===== src/rtl/cache_pkg.sv =====
// Shared definitions for the cache-side memory subsystem.
// Used by the controller, the MSHR and the memory bus arbiter.
package cache_pkg;

   localparam logic IDLE_ENC = 1'b0;
   localparam logic BUSY_ENC = 1'b1;

   typedef enum logic {
      IDLE = IDLE_ENC,
      BUSY = BUSY_ENC
   } arb_state_e;

   localparam int ADR_W_DEF = 32;
   localparam int DAT_W_DEF = 32;

endpackage


===== src/rtl/mem_bus_arbiter_if.sv =====
// Master-side request buses plus the single memory port of the arbiter.
// The slave modport is the arbiter's view; master is the masters/memory view.
interface mem_bus_arbiter_if #(
   parameter int N_REQ = 2,
   parameter int ADR_W = cache_pkg::ADR_W_DEF,
   parameter int DAT_W = cache_pkg::DAT_W_DEF
);
   logic [N_REQ-1:0]       cyc_i;
   logic [N_REQ-1:0]       we_i;
   logic [N_REQ*ADR_W-1:0] adr_i;
   logic [N_REQ*DAT_W-1:0] dat_i;
   logic [DAT_W-1:0]       dat_o;
   logic [N_REQ-1:0]       ack_o;
   logic [N_REQ-1:0]       err_o;
   logic [N_REQ-1:0]       grant_o;
   logic                   cyc_m2s;
   logic                   we_m2s;
   logic [ADR_W-1:0]       adr_m2s;
   logic [DAT_W-1:0]       dat_m2s;
   logic [DAT_W-1:0]       dat_mem_i;
   logic                   ack_mem_i;

   modport slave (
      input  cyc_i, we_i, adr_i, dat_i, dat_mem_i, ack_mem_i,
      output dat_o, ack_o, err_o, grant_o, cyc_m2s, we_m2s, adr_m2s, dat_m2s
   );

   modport master (
      output cyc_i, we_i, adr_i, dat_i, dat_mem_i, ack_mem_i,
      input  dat_o, ack_o, err_o, grant_o, cyc_m2s, we_m2s, adr_m2s, dat_m2s
   );
endinterface


===== src/rtl/mem_bus_arbiter_rr_pick.sv =====
// Round-robin picker: first set request bit scanning last+1, last+2, ... mod N.
module rr_pick #(
   parameter  int N  = 2,
   localparam int IW = $clog2(N)
) (
   input  logic [N-1:0]  req,
   input  logic [IW-1:0] last,
   output logic [N-1:0]  onehot,
   output logic [IW-1:0] index
);

   always_comb begin
      int          j;
      logic [IW-1:0] jj;
      logic        found;
      onehot = '0;
      index  = '0;
      found  = 1'b0;
      j      = 0;
      jj     = '0;
      for (int i = 1; i <= N; i++) begin
         j = int'(last) + i;
         if (j >= N) j = j - N;
         jj = IW'(j);
         if (!found && req[jj]) begin
            found      = 1'b1;
            onehot[jj] = 1'b1;
            index      = jj;
         end
      end
   end

endmodule


===== src/rtl/mem_bus_arbiter.sv =====
// Round-robin arbiter sharing one memory port among N_REQ cache-side masters.
// One transfer per grant; ends on ack, master abort or watchdog timeout.
module mem_bus_arbiter import cache_pkg::*; #(
   parameter int N_REQ   = 2,
   parameter int ADR_W   = ADR_W_DEF,
   parameter int DAT_W   = DAT_W_DEF,
   parameter int TIMEOUT = 255
) (
   input logic              clk,
   input logic              rst,
   mem_bus_arbiter_if.slave bus
);

   localparam int IDX_W = $clog2(N_REQ);
   localparam int WD_W  = (TIMEOUT > 0) ? $clog2(TIMEOUT + 1) : 1;

   arb_state_e                  state, state_nx;
   logic [N_REQ-1:0]            grant, grant_nx;
   logic [IDX_W-1:0]            gidx, gidx_nx, last, last_nx;
   logic [WD_W-1:0]             wdog, wdog_nx;
   logic [N_REQ-1:0]            pick_oh;
   logic [IDX_W-1:0]            pick_idx;
   logic                        wd_hit;
   logic [N_REQ-1:0][ADR_W-1:0] adr_arr;
   logic [N_REQ-1:0][DAT_W-1:0] dat_arr;
   logic [ADR_W-1:0]            adr_mux;
   logic [DAT_W-1:0]            dat_mux;
   logic                        we_mux;

   rr_pick #(.N(N_REQ)) u_pick (
      .req    (bus.cyc_i),
      .last   (last),
      .onehot (pick_oh),
      .index  (pick_idx)
   );

   for (genvar k = 0; k < N_REQ; k++) begin : g_unpack
      assign adr_arr[k] = bus.adr_i[k*ADR_W +: ADR_W];
      assign dat_arr[k] = bus.dat_i[k*DAT_W +: DAT_W];
   end

   if (TIMEOUT > 0) begin : g_wd
      assign wd_hit = (wdog == WD_W'(TIMEOUT - 1));
   end else begin : g_nowd
      assign wd_hit = 1'b0;
   end

   // AND-OR mux on the one-hot grant; zero grant in IDLE zeroes the memory bus
   always_comb begin
      adr_mux = '0;
      dat_mux = '0;
      we_mux  = 1'b0;
      for (int k = 0; k < N_REQ; k++) begin
         if (grant[k]) begin
            adr_mux = adr_mux | adr_arr[k];
            dat_mux = dat_mux | dat_arr[k];
            we_mux  = we_mux  | bus.we_i[k];
         end
      end
   end

   always_comb begin
      state_nx  = state;
      grant_nx  = grant;
      gidx_nx   = gidx;
      last_nx   = last;
      wdog_nx   = wdog;
      bus.ack_o = '0;
      bus.err_o = '0;
      case (state)
         IDLE: begin
            if (|bus.cyc_i) begin
               state_nx = BUSY;
               grant_nx = pick_oh;
               gidx_nx  = pick_idx;
               wdog_nx  = '0;
            end
         end
         BUSY: begin
            if (bus.ack_mem_i || !bus.cyc_i[gidx] || wd_hit) begin
               state_nx = IDLE;
               grant_nx = '0;
               last_nx  = gidx;
               if (bus.ack_mem_i)        bus.ack_o = grant;
               else if (bus.cyc_i[gidx]) bus.err_o = grant;
            end else if (wdog != '1) begin
               wdog_nx = wdog + 1'b1;
            end
         end
         default: state_nx = IDLE;
      endcase
      // A transfer cut short by reset completes nothing
      if (rst) begin
         bus.ack_o = '0;
         bus.err_o = '0;
      end
   end

   always_ff @(posedge clk) begin
      if (rst) begin
         state <= IDLE;
         grant <= '0;
         gidx  <= '0;
         last  <= IDX_W'(N_REQ - 1);
         wdog  <= '0;
      end else begin
         state <= state_nx;
         grant <= grant_nx;
         gidx  <= gidx_nx;
         last  <= last_nx;
         wdog  <= wdog_nx;
      end
   end

   assign bus.grant_o = grant;
   assign bus.cyc_m2s = (state == BUSY);
   assign bus.we_m2s  = we_mux;
   assign bus.adr_m2s = adr_mux;
   assign bus.dat_m2s = dat_mux;
   assign bus.dat_o   = bus.dat_mem_i;

endmodule

===== src/flat_wrapper.sv =====
// flat-port wrapper written by rule: the top's interface ports become plain ports
module mem_bus_arbiter_flat import cache_pkg::*;
#(
   parameter int N_REQ   = 2,
   parameter int ADR_W   = ADR_W_DEF,
   parameter int DAT_W   = DAT_W_DEF,
   parameter int TIMEOUT = 255
)
  (clk, rst, bus_cyc_i, bus_we_i, bus_adr_i, bus_dat_i, bus_dat_mem_i, bus_ack_mem_i, bus_dat_o, bus_ack_o, bus_err_o, bus_grant_o, bus_cyc_m2s, bus_we_m2s, bus_adr_m2s, bus_dat_m2s);
  mem_bus_arbiter_if #(.N_REQ(N_REQ), .ADR_W(ADR_W), .DAT_W(DAT_W)) bus_i ();
  input logic clk;
  input logic rst;
  input wire logic [$bits(bus_i.cyc_i)-1:0] bus_cyc_i;
  input wire logic [$bits(bus_i.we_i)-1:0] bus_we_i;
  input wire logic [$bits(bus_i.adr_i)-1:0] bus_adr_i;
  input wire logic [$bits(bus_i.dat_i)-1:0] bus_dat_i;
  input wire logic [$bits(bus_i.dat_mem_i)-1:0] bus_dat_mem_i;
  input wire logic [$bits(bus_i.ack_mem_i)-1:0] bus_ack_mem_i;
  output wire logic [$bits(bus_i.dat_o)-1:0] bus_dat_o;
  output wire logic [$bits(bus_i.ack_o)-1:0] bus_ack_o;
  output wire logic [$bits(bus_i.err_o)-1:0] bus_err_o;
  output wire logic [$bits(bus_i.grant_o)-1:0] bus_grant_o;
  output wire logic [$bits(bus_i.cyc_m2s)-1:0] bus_cyc_m2s;
  output wire logic [$bits(bus_i.we_m2s)-1:0] bus_we_m2s;
  output wire logic [$bits(bus_i.adr_m2s)-1:0] bus_adr_m2s;
  output wire logic [$bits(bus_i.dat_m2s)-1:0] bus_dat_m2s;
  assign bus_i.cyc_i = bus_cyc_i;
  assign bus_i.we_i = bus_we_i;
  assign bus_i.adr_i = bus_adr_i;
  assign bus_i.dat_i = bus_dat_i;
  assign bus_i.dat_mem_i = bus_dat_mem_i;
  assign bus_i.ack_mem_i = bus_ack_mem_i;
  assign bus_dat_o = bus_i.dat_o;
  assign bus_ack_o = bus_i.ack_o;
  assign bus_err_o = bus_i.err_o;
  assign bus_grant_o = bus_i.grant_o;
  assign bus_cyc_m2s = bus_i.cyc_m2s;
  assign bus_we_m2s = bus_i.we_m2s;
  assign bus_adr_m2s = bus_i.adr_m2s;
  assign bus_dat_m2s = bus_i.dat_m2s;
  mem_bus_arbiter #(.N_REQ(N_REQ), .ADR_W(ADR_W), .DAT_W(DAT_W), .TIMEOUT(TIMEOUT)) u_core (.clk(clk), .rst(rst), .bus(bus_i));
endmodule

===== config.mk =====
export PLATFORM = sky130hd
export DESIGN_NAME = mem_bus_arbiter_flat
export DESIGN_NICKNAME = d
export VERILOG_FILES = /design/src/rtl/cache_pkg.sv /design/src/rtl/mem_bus_arbiter_if.sv /design/src/rtl/mem_bus_arbiter_rr_pick.sv /design/src/rtl/mem_bus_arbiter.sv /design/src/flat_wrapper.sv
export SDC_FILE = /design/constraint.sdc
export NUM_CORES = 1
export LEC_CHECK = 0
export CAP_MARGIN = 20
export CORE_AREA = 3 3 105 107
export DETAILED_ROUTE_END_ITERATION = 16
export DIE_AREA = 0 0 108 110
export DONT_BUFFER_PORTS = 1
export GPL_TIMING_DRIVEN = 0
export PLACE_DENSITY = 0.3
export SLEW_MARGIN = 10
export SYNTH_ARGS = -nofsm -noshare
export SYNTH_HDL_FRONTEND = slang
export SYNTH_SLANG_ARGS = --single-unit

===== constraint.sdc =====
create_clock -name clk -period 2.49 [get_ports clk]
set_clock_uncertainty 0.1 [all_clocks]
set_input_delay 0.249 -clock clk [delete_from_list [all_inputs] [get_ports clk]]
set_output_delay 0.249 -clock clk [all_outputs]
set_load 0.1 [all_outputs]

; ---- Word level (Yosys, flattened, before mapping)
; Index checks and enable logic that the tools add are counted.
[totals]
inputBits = 167
ram_bits = 0
rom_bits = 0
ff_bits = 13
elab_cells = 82
latchBits = 0
memories = 0
output_inout_bits = 104
[classes]
muxes = 42
shift = 0
eq_ne = 6
addsub = 5
div_mod_pow = 0
magnitude_cmp = 7
bitwise = 5
multipliers = 0
reduce_logical = 12
[ops]
columns = op, n
row1 = 32-bit 2-to-1 mux, 4
row2 = 32-bit bitwise OR, 2
row3 = 2-bit 2-to-1 mux, 13
row4 = 8-bit 2-to-1 mux, 3
row5 = 1-bit 2-to-1 mux, 17
row6 = 8-bit one-hot mux with 2 select lines, 1
row7 = "8-bit by 1-bit adder with 8-bit output, second input constant", 1
row8 = "8-bit equality test, second input constant", 1
row9 = "8-bit inequality test, second input constant", 1
row10 = "1-bit by 2-bit less-than comparator with 1-bit output, second input constant", 3
row11 = "2-bit inequality test, second input constant", 3
row12 = 2-bit AND reduction, 3
row13 = 2-bit one-hot mux with 2 select lines, 1
row14 = "1-bit by 2-bit adder with 3-bit output, second input constant", 1
row15 = "3-bit by 2-bit >= comparator with 1-bit output, second input constant", 1
row16 = 1-bit logical AND, 3
row17 = 3-bit AND reduction, 1
row18 = "1-bit by 1-bit adder with 2-bit output, second input constant", 1
row19 = 1-bit demux with 1-bit select, 2
row20 = "1-bit >= comparator, second input constant", 2
row21 = "2-bit >= comparator, second input constant", 1
row22 = 1-bit zero test, 2
row23 = 1-bit logical OR, 2
row24 = "2-bit by 1-bit inequality test with 1-bit output, second input constant", 1
row25 = 6 further kinds, 7

; ---- Logic depth before layout (Yosys ltp)
[depth]
word_depth = 12
ltp_mapped = 6

; ---- Cells and area by module
; Synthesis repeated with hierarchy kept, for this count alone.
[hier_totals]
cells_unflattened = 200
area_unflattened_um2 = 1665.3
[by_module_without_submodules]
columns = mod, instances, cells_each, seq_area_each_um2, area_each_um2
row1 = mem_bus_arbiter, 1, 196, 260.2, 1639.1
row2 = rr_pick, 1, 4, 0.0, 26.3

; ---- Least setup slack after synthesis
; No wires, ideal clock.
[synth_path]
kind = reg2out
startpoint = register u_core.state, in the netlist u_core.bus.cyc_m2s
endpoint = output bus_err_o[1]
arrival_time_ns = 3.525
path_buffers = 1
required_time_ns = 2.141
setup_slack_ns = -1.384
stages_incl_launch_ff = 5
cell_sequence = dfxtp_1 buf_4 and2b_4 nand2_2 nor3_1
[synth_via]
elab_chain_len = 2
[synth_lines]
columns = element, line_no
row1 = "start, declared", mem_bus_arbiter.sv:17  ; arb_state_e state, state_nx;
row2 = "start signal, assigned", mem_bus_arbiter.sv:107  ; state <= state_nx;
row3 = 2-bit 2-to-1 mux, mem_bus_arbiter.sv:70  ; case (state)
row4 = 2-bit 2-to-1 mux, mem_bus_arbiter.sv:93  ; if (rst) begin
row5 = "end, declared", flat_wrapper.sv:21  ; output wire logic [$bits(bus_i.err_o)-1:0] bus_err_o;
; Every way passes these cells.

; ---- Final worst setup path
; Ends and elaborated chain as after synthesis.

==> flow_summary_export.csv <==
group,metric,value,unit
yosys,synthTopCellsByArea,"a22o_1 (33%), dfxtp_1 (15%), buf_4 (15%)",
yosys,synthArstFlopShare,0,%
critical_path,critPathMaxFanout,3,
yosys,mappedNetlistNets,378,
critical_path,r2r_setup_slack,0.49,ns
pwr,powerDensity,727,nW/um^2
clocking,numCtsBuffers,3,
clocking,cts_tree,"done",
critical_path,critPathRequiredTime,2.14,ns
clocking,root_buffer,"clkbuf_8",
grt,grt_max_degree,11,
drt,finalWirelength,10200,um
yosys,seq_area_frac_synth,15.2,%
floorplanning,die_area,11900,um^2
yosys,ys_warn_count,0,
timing,tightest_slew,1.07,ns
timing,rsz0062_at_grt,"no",
timing,setup_viol,0,
finish,num_antenna_cells,0,
critical_path,worst-setup-path-type,"reg2out",
yosys,synthTopCellsByCount,"a22o_1 (65), buf_4 (34), dfxtp_1 (13)",
pwr,irDropWorstVdd,277,uV
floorplanning,initial_utilization,16.7,%
worst_hold_path,holdPathEnd,"u_core.bus.grant_o[0]$_SDFFE_PP0P_",
worst_hold_path,min_from,"bus_cyc_i[0]",
grt,grt_usage,13.7,%
clocking,cts.sinks,13,
yosys,synth_seq_cells,13,
yosys,postSynthAreaPerCell,8.17,um^2
critical_path,r2r-end,"u_core.wdog[3]$_SDFFE_PP0P_",
drt,drc_errors,0,
placement,dpl.hpwl,8430,um
placement,io_buffers,0,
timing,final.setup.tns,0,ns
worst_hold_path,min_path_type,"in2reg",
critical_path,start_kind,"flop",
yosys,synth_top_area_cell,"a22o_1",
yosys,synth_top_area_share,33.4,%
critical_path,r2r_start,"u_core.bus.cyc_m2s$_SDFF_PP0_",
drt,wl_per_cell,29.1,um
floorplanning,rows,37,
clocking,clock_path_buffers,2,
yosys,synth_ff_type,"dfxtp_1",
yosys,synthCells,209,
timing,max_freq,412,MHz
finish,final_nets,384,
timing,relSlewSlack,28.9,%
flow_run,max_cap_violations,0,
drt,drt_iter0_markers,113,
grt,grt_pass1_vias,1693,
timing,fin_crit_sh,97.4,%
timing,final_max_slew_viol_count,0,
pwr,fin_total_pwr,1.79,mW
clocking,htree_levels,1,
critical_path,arrival,2.08,ns
floorplanning,die_w,108,um
placement,place_congestion,0.732,
drt,final_antenna_net_count,0,
yosys,synth-edff-count,0,
timing,holdWs,0.0692,ns
critical_path,cp-end-kind,"output pin",
floorplanning,die_y,110,um
drt,vias_per_cell,5.21,
timing,hold_viol_final,0,
clocking,clkSlewWorstSetupHoldPaths,0.07,ns
grt,grt_antenna_before_repair,0,
grt,grt_overflow,0,
finish,syn_to_final_growth,43.9,%
yosys,yosysMostFrequentCell,"a22o_1",
yosys,syn_area,1710,um^2
finish,drive_gt1_share,60.3,%
clocking,clk_latency,0.25,ns
timing,fin_crit,2.43,ns
drt,firstDrtPassIters,4,
run_status,status,"finished, final reports clean",
pwr,p_leak,1.06,nW
floorplanning,core_area,10200,um^2
yosys,synthDistinctLibCells,37,
grt,grt_pass1_wl,11600,um
worst_hold_path,holdPathStages,2,
finish,fillers,1103,
floorplanning,io_pins,271,
critical_path,worstRegToRegCells,6,
drt,vias,1824,
## layer usage
metal / track usage (%) / up-vias / wire (um) / share of wire, %
li1: - / 802 / - / -
met1: 17.6 / 889 / 4060 / 40
met2: 24.1 / 129 / 5250 / 52
met3: 3.26 / 4 / 817 / 8.0
met4: 1.53 / 0 / 67 / 0.66
met5: 0 / - / 0 / 0
## how the worst max path moves through the flow
stage                                             startpoint         endpoint  slack [ns]  cells past startpoint
after floorplan           u_core.bus.grant_o[0]$_SDFFE_PP0P_  bus_adr_m2s[20]        0.03                      3
after global placement    u_core.bus.grant_o[1]$_SDFFE_PP0P_   bus_dat_m2s[1]       -0.50                      2
after detailed placement  u_core.bus.grant_o[1]$_SDFFE_PP0P_   bus_dat_m2s[1]       -0.56                      2
after CTS                 u_core.bus.grant_o[0]$_SDFFE_PP0P_  bus_adr_m2s[22]       -0.09                      3
after global routing             u_core.wdog[0]$_SDFFE_PP0P_     bus_err_o[1]       0.003                      5
final                          u_core.bus.cyc_m2s$_SDFF_PP0_     bus_err_o[1]        0.06                      4
## repair_timing
item / CTS / global route
pin swaps: 2 / 0
hold buffers: 0 / 0
resized for setup: 42 / 44
setup buffers: 1 / 0
endpoints found under the setup margin: 69 / 36
## state kept, by name (all words and copies together), names as in the netlist
register and flops:
u_core.wdog 8, u_core.bus.grant_o 2, u_core.bus.cyc_m2s 1, u_core.gidx 1, u_core.last 1
## cells in the final DEF, fill, tap and decap left out, drive strengths merged
cell type,count
and2b,1
a22o,65
nor2,7
a41oi,1
buf,36
nand4,2
ha,2
mux2,1
a221oi,5
clkbuf,19
a2bb2oi,1
dfxtp,13
nand2b,5
o21ai,3
o32ai,6
mux2i,3
nand2,6
and3,1
nor3,3
or3,7
o22ai,1
and4,2
inv,8
a21oi,5
o21ba,1
o31ai,2
a31oi,1
nand3,5
nand4b,1
o211ai,1
## area by class of cell
type | count | area [um^2] | share of cell area [%]
Timing Repair Buffer | 1 | 7.51 | 0.306
Clock buffer | 4 | 45.0 | 1.83
Inverter | 8 | 30.0 | 1.22
Tap cell | 136 | 170 | 6.93
Buffer | 50 | 339 | 13.8
Multi-Input combinational cell | 138 | 1590 | 64.8
Sequential cell | 13 | 272 | 11.1
## kinds of logic after synthesis
kind of cell | synth area share, %
compound gates | 47.3
fa+ha+maj | 1.47
mux | 2.64
buf+inv | 20.2
flops | 15.2
simple gates | 13.1
## where the power goes
part	total, mW	internal, mW	leakage, nW	switching (mW)
clock	0.202	0.113	0.0228	0.0885
sequential	0.253	0.216	0.108	0.0377
combinational	1.33	0.239	0.925	1.09
total	1.79	0.568	1.06	1.22
## worst max-delay path, stage by stage, from the launching register on
cell     delay [ns]
dfxtp_4        0.55
buf_8          0.14
and2b_4        0.17
nand2_2        0.10
nor3_4         0.86
## metrics by stage
| step | setup WS (ns) | utilization (%) | instance area, um^2 | cells |
|---|---|---|---|---|
| 2_1_floorplan | 0.0272 | - | 1800 | 209 |
| 6_report | 0.0644 | 24.0 | 2460 | 350 |
| 4_1_cts | -0.0887 | 21.6 | 2210 | 350 |
| 3_5_place_dp | -0.557 | 19.2 | 1970 | 345 |
| 3_3_place_gp | -0.498 | 19.2 | 1970 | 345 |
| 5_1_grt | 0.00317 | 24.0 | 2460 | 350 |
Note: power is estimated with default switching activity, not from simulation.
